## config.mk

```make
export PLATFORM = sky130hd
export DESIGN_NAME = usart_rx_fifo
export DESIGN_NICKNAME = d
export VERILOG_FILES = /design/src/rtl/usart_pkg.sv /design/src/rtl/fifo_sync.sv /design/src/rtl/usart_rx_fifo.sv
export SDC_FILE = /design/constraint.sdc
export NUM_CORES = 1
export LEC_CHECK = 0
export BUFFER_PORTS_ARGS = -buffer_cell sky130_fd_sc_hd__buf_4
export CAP_MARGIN = 10
export CORE_UTILIZATION = 25
export CTS_BUF_LIST = sky130_fd_sc_hd__clkbuf_2 sky130_fd_sc_hd__clkbuf_4 sky130_fd_sc_hd__clkbuf_8
export DETAILED_ROUTE_END_ITERATION = 12
export GPL_TIMING_DRIVEN = 0
export HOLD_SLACK_MARGIN = 0.08
export SKIP_CTS_REPAIR_TIMING = 1
export SLEW_MARGIN = 0
export SYNTH_ARGS = -nofsm -noshare
export SYNTH_HDL_FRONTEND = slang
export SYNTH_SLANG_ARGS = --single-unit
```

## constraint.sdc

```tcl
create_clock -name comm_clock -period 2.2 [get_ports comm_clock]
set_input_delay 0.22 -clock comm_clock [delete_from_list [all_inputs] [get_ports comm_clock]]
set_output_delay 0.22 -clock comm_clock [all_outputs]
set_load 0.01 [all_outputs]
```

## src/rtl/usart_pkg.sv

```systemverilog
// Shared types and defaults for the USART receive path.
package usart_pkg;

  typedef enum logic {
    RX_FIFO_IDLE,
    RX_FIFO_WAIT_CLEAR
  } rx_fifo_state_t;

  localparam int RX_FIFO_DEPTH = 16;

endpackage

```

## src/rtl/fifo_sync.sv

```systemverilog
// Generic single-clock first-word-fall-through FIFO.
// Count is tracked separately so full and empty never alias.
module fifo_sync #(
  parameter int WIDTH = 8,
  parameter int DEPTH = 16
) (
  input  logic                       comm_clock,
  input  logic                       reset_n,
  input  logic                       push,
  input  logic [WIDTH-1:0]           data_in,
  input  logic                       pop,
  output logic [WIDTH-1:0]           data_out,
  output logic [$clog2(DEPTH+1)-1:0] count,
  output logic                       full,
  output logic                       empty
);

  localparam int AW = $clog2(DEPTH);
  localparam int CW = $clog2(DEPTH + 1);

  logic [WIDTH-1:0] mem [DEPTH];
  logic [AW-1:0]    wr_ptr;
  logic [AW-1:0]    rd_ptr;
  logic [CW-1:0]    count_next;
  logic             do_push;
  logic             do_pop;

  assign do_pop  = pop && !empty;
  // A full FIFO still takes a write when the head leaves on the same edge.
  assign do_push = push && (!full || do_pop);

  always_comb begin
    count_next = count;
    if (do_push && !do_pop)
      count_next = count + 1'b1;
    else if (do_pop && !do_push)
      count_next = count - 1'b1;
  end

  always_ff @(posedge comm_clock) begin
    if (do_push)
      mem[wr_ptr] <= data_in;
  end

  always_ff @(posedge comm_clock or negedge reset_n) begin
    if (!reset_n) begin
      wr_ptr <= '0;
      rd_ptr <= '0;
      count  <= '0;
      full   <= 1'b0;
      empty  <= 1'b1;
    end else begin
      if (do_push)
        wr_ptr <= wr_ptr + 1'b1;
      if (do_pop)
        rd_ptr <= rd_ptr + 1'b1;
      count <= count_next;
      full  <= (count_next == CW'(DEPTH));
      empty <= (count_next == '0);
    end
  end

  assign data_out = empty ? '0 : mem[rd_ptr];

endmodule

```

## src/rtl/usart_rx_fifo.sv

```systemverilog
// Receive buffer behind usart_rx: available/acknowledge drain into a FWFT FIFO.
// Define USART_RX_FIFO_ERROR_FLAG_EN to store framing errors with each byte.
module usart_rx_fifo
  import usart_pkg::*;
#(
  parameter int DEPTH = RX_FIFO_DEPTH
) (
  input  logic                       comm_clock,
  input  logic                       reset_n,
  input  logic [7:0]                 rx_data,
  input  logic                       rx_available,
  input  logic                       rx_error,
  output logic                       rx_acknowledge,
  input  logic                       pop,
  output logic [7:0]                 data_out,
`ifdef USART_RX_FIFO_ERROR_FLAG_EN
  output logic                       data_error,
`endif
  output logic                       empty,
  output logic                       full,
  output logic [$clog2(DEPTH+1)-1:0] count,
  output logic                       overflow,
  input  logic                       clear_overflow
);

`ifdef USART_RX_FIFO_ERROR_FLAG_EN
  localparam int WIDTH = 9;
`else
  localparam int WIDTH = 8;
`endif

  rx_fifo_state_t   state;
  logic             take;
  logic             keep;
  logic             push_req;
  logic             pop_ok;
  logic             drop;
  logic [WIDTH-1:0] entry;
  logic [WIDTH-1:0] head;

  assign take = (state == RX_FIFO_IDLE) && rx_available;

`ifdef USART_RX_FIFO_ERROR_FLAG_EN
  assign keep       = 1'b1;
  assign entry      = {rx_error, rx_data};
  assign data_out   = head[7:0];
  assign data_error = head[8];
`else
  // Errored bytes are acknowledged but never stored.
  assign keep     = !rx_error;
  assign entry    = rx_data;
  assign data_out = head;
`endif

  assign push_req = take && keep;
  assign pop_ok   = pop && !empty;
  assign drop     = push_req && full && !pop_ok;

  always_ff @(posedge comm_clock or negedge reset_n) begin
    if (!reset_n) begin
      state          <= RX_FIFO_IDLE;
      rx_acknowledge <= 1'b0;
    end else begin
      unique case (state)
        RX_FIFO_IDLE: begin
          if (rx_available) begin
            state          <= RX_FIFO_WAIT_CLEAR;
            rx_acknowledge <= 1'b1;
          end
        end
        RX_FIFO_WAIT_CLEAR: begin
          if (!rx_available) begin
            state          <= RX_FIFO_IDLE;
            rx_acknowledge <= 1'b0;
          end
        end
        default: begin
          state          <= RX_FIFO_IDLE;
          rx_acknowledge <= 1'b0;
        end
      endcase
    end
  end

  // A drop on the clearing edge keeps the flag set.
  always_ff @(posedge comm_clock or negedge reset_n) begin
    if (!reset_n)
      overflow <= 1'b0;
    else if (drop)
      overflow <= 1'b1;
    else if (clear_overflow)
      overflow <= 1'b0;
  end

  fifo_sync #(
    .WIDTH (WIDTH),
    .DEPTH (DEPTH)
  ) u_fifo (
    .comm_clock (comm_clock),
    .reset_n    (reset_n),
    .push       (push_req),
    .data_in    (entry),
    .pop        (pop),
    .data_out   (head),
    .count      (count),
    .full       (full),
    .empty      (empty)
  );

endmodule

```

==> parameters.txt <==
Parameter                              Value

Detailed routing
  DRC violation count after routing    0
  Final WL    around 12000 µm
  Per-cell routed wire length    roughly 17 µm
  Number of DRC violations after detailed-routing iteration 0    between 200 and 250
  Post-DR vias/cell    approximately 4.2
  Routed Antenna Nets    0
  Routed via count    slightly below 3000
  Count of TritonRoute iterations in the first routing pass    4

Timing
  RSZ-0062 raised after global routing    true
  Post-layout minimum cycle time    ~2.4 ns
  Hold Worst Slack    approximately 0.11 ns
  Number of hold-slack violations in the final timing report    0
  Number of pins with negative max-slew slack in the final report    0
  Worst Skew    ~0.011 ns
  Number of endpoints failing setup at the final stage    8
  Post-route fraction of the period consumed by the critical path    109%
  Upper clock frequency limit    417 MHz
  Worst slew margin relative to its limit    about 55%
  Slack of the critical path    -0.201 ns
  Worst-Margin Slew    roughly 0.67 ns
  Final sum of negative setup slack    -1.43 ns

Worst setup path
  Capturing element type of the critical path    output port
  Crit-path max FO    8
  Dominant delay contributor by cell family on the critical path    multiplexers
  Crit Path Class    flip-flop to output port
  Series of cell instances along the critical path    buf_12, buf_12, buf_12, mux4_2, mux2i_1, o22ai_2, buf_4
  Arr. time, crit path    2.18 ns
  Critical path buffers and inverters    4
  Setup crit start kind    flip-flop
  Library cell appearing most often on the critical path    sky130_fd_sc_hd__buf_12
  Data required time of the critical path    1.98 ns
  Max stage delay cell, worst path    sky130_fd_sc_hd__mux4_2
  Slowest cell delay on critical path    ~0.48 ns
  Register-to-register path setup slack    ~0.090 ns

Floorplanning
  Starting Density    25.9%
  Total Die Area    ~24000 µm²
  Die width    between 150 and 200 µm
  Area of the placeable core    between 20000 and 25000 µm²
  Die span in y    roughly 160 µm
  FP Rows    55
  Boundary pin count    31

Clock network
  Clock tree from TritonCTS    yes
  Root buffer cell    sky130_fd_sc_hd__clkbuf_8
  CTS H-tree depth    4
  Number of buffers added by the clock tree synthesis step    17
  Number of sinks handled by clock tree synthesis    between 100 and 150
  Clock tree buffer depth    2
  Worst skew pair latency    approximately 0.43 ns
  Clock transition at the registers of the reported paths    approximately 0.09 ns

Pwr
  Leak pwr    2.46 nW
  Power Density    1200 nW/µm²
  Maximum resistive drop on vdd    between 0.4 and 0.5 mV

Placed design
  Final RePlAce weighted congestion    around 0.76
  Quantity of I/O buffers inserted on ports    30
  Detailed-placement wirelength estimate    around 7700 µm

Synthesis
  Proportion of register bits with asynchronous set or reset after synthesis    between 10% and 20%
  Count of yosys warnings during synthesis    0
  Fraction of the yosys area taken by sequential cells    ~72%
  Synth top area cells    sky130_fd_sc_hd__edfxtp_1 (65%), sky130_fd_sc_hd__mux4_2 (12%), sky130_fd_sc_hd__dfrtp_1 (7.2%), sky130_fd_sc_hd__mux2i_1 (2.9%), sky130_fd_sc_hd__ha_1 (1.7%)
  Post-synthesis instance total    about 300
  Mean instance size in the synthesized netlist    19.7 µm²
  Leading area contributor after synthesis    sky130_fd_sc_hd__edfxtp_1
  Cell Area, Synth    5930 µm²
  Net count after synthesis    323
  Number of distinct library cells after synthesis    37
  Fraction of post-synthesis cell area in the top cell type by area    64.9%
  Post-synth EDFFs    about 130
  Most common flop cell mapped by yosys    sky130_fd_sc_hd__edfxtp_1
  Flip-flop and latch count after synthesis    ~150

Cells and area
  Number of nets in the finished design    approximately 390
  Fraction of layout instances using a drive strength above 1    slightly above 40%
  Footprint of the multi-input gates    1680 µm²
  Inserted Diodes    0
  Fillers    2189
  Sequential standard cell area    4300 µm²
  Area Growth Syn to Fin    23.9%
  Final core utilization    32.0%

Global route
  Via count of the first global-routing pass    approximately 3100
  Antenna violations before repair    0
  Grt ovf    0
  Global-route wire length before repair    between 15000 and 20000 µm
  Total routing usage reported by global routing    10.3%
  Largest net degree at the start of global routing    19

Run
  Max-cap check violation count    0

Worst hold path
  Worst min-delay path class    input pin to flip-flop

Run status
  Violations in the final reports    setup timing
  Status    finished with violations
metal layers:
layer  GRT usage [%]  wire (µm)  vias to the layer above
li1                -          -                     1336
met1            12.6       5210                     1525
met2            16.9       5730                       62
met3            3.28        528                        9
met4            3.97        128                        0
met5               0          0                        -
final timing paths:
check,from,end,depth (start not counted)
hold / removal,rx_data[5],u_fifo.mem[0][5],1
setup / recovery,u_fifo.rd_ptr[0],data_out[1],7
min in group asynchronous,reset_n,overflow,2
hold reg to reg,state,rx_acknowledge,1
max in group asynchronous,reset_n,u_fifo.empty,2
setup reg to reg,u_fifo.empty,u_fifo.mem[2][3],5
state kept, by name, summed over array words and instances, names as in the netlist:
register and count:
u_fifo.full 1, u_fifo.rd_ptr 4, u_fifo.empty 1, u_fifo.mem 128, state 1, rx_acknowledge 1, u_fifo.wr_ptr 4, u_fifo.count 5
overflow 1
through the flow:
stage               std cells  power, W  cell area, µm²  setup WS, ns
detailed placement        646   0.00627            6570        -0.226
floorplan                 301   0.00532            5930         0.132
global placement          644   0.00620            6540        -0.635
finish                    693   0.00879            7340        -0.201
CTS                       678   0.00833            6960        -0.622
global route              693   0.00923            7340        -0.309
synthesized netlist by cell type, types with 3 or more instances:
library cell               count
sky130_fd_sc_hd__mux2i_1      17
sky130_fd_sc_hd__nor3_1        6
sky130_fd_sc_hd__ha_1          8
sky130_fd_sc_hd__edfxtp_1    128
sky130_fd_sc_hd__inv_1         6
sky130_fd_sc_hd__o22ai_1       9
sky130_fd_sc_hd__nand2_1      12
sky130_fd_sc_hd__nand2b_1      4
sky130_fd_sc_hd__buf_2         3
sky130_fd_sc_hd__buf_6         3
sky130_fd_sc_hd__clkbuf_1      4
sky130_fd_sc_hd__dfrtp_1      17
sky130_fd_sc_hd__buf_1         4
sky130_fd_sc_hd__xnor2_1       7
sky130_fd_sc_hd__nor2_1       15
sky130_fd_sc_hd__mux4_2       32
placed cells by master, fill, tap and decap left out, drive strengths merged, types with 2 or more instances in the layout:
cell type,instances
clkinv,7
nand2,12
mux4,32
nand4,2
ha,8
dfrtp,17
mux2i,17
dlygate4sd3,8
a22oi,2
nor2,15
edfxtp,128
xnor2,10
nand2b,5
nor3,7
buf,49
nor4,2
inv,12
o22ai,9
bufinv,2
o21ai,2
clkbuf,23
where the power goes:
group | switching, W | internal [W]
registers | 0.000218 | 0.00321
logic | 0.00158 | 0.00171
clock network | 0.00104 | 0.00104
total | 0.00283 | 0.00596
final cells by class:
cell class                      instances  area share (%)
Timing Repair Buffer                   48            5.59
Inverter                                7           0.358
Buffer                                 14            1.91
Sequential cell                       146            58.5
Clock buffer                           18            3.29
Tap cell                              313            5.33
Clock inverter                         14            2.08
Multi-Input combinational cell        133            22.9
cell families after synthesis:
kind of cell | share of synthesized area, %
adders and majority gates | 1.69
xor gates and xnor gates | 2.05
AOI/OAI and AO/OA | 2.26
muxes | 15.2
buffers and inverters | 1.90
and+or+nand+nor | 4.41
DFF | 72.5
Power figures use the tool's default switching activity.
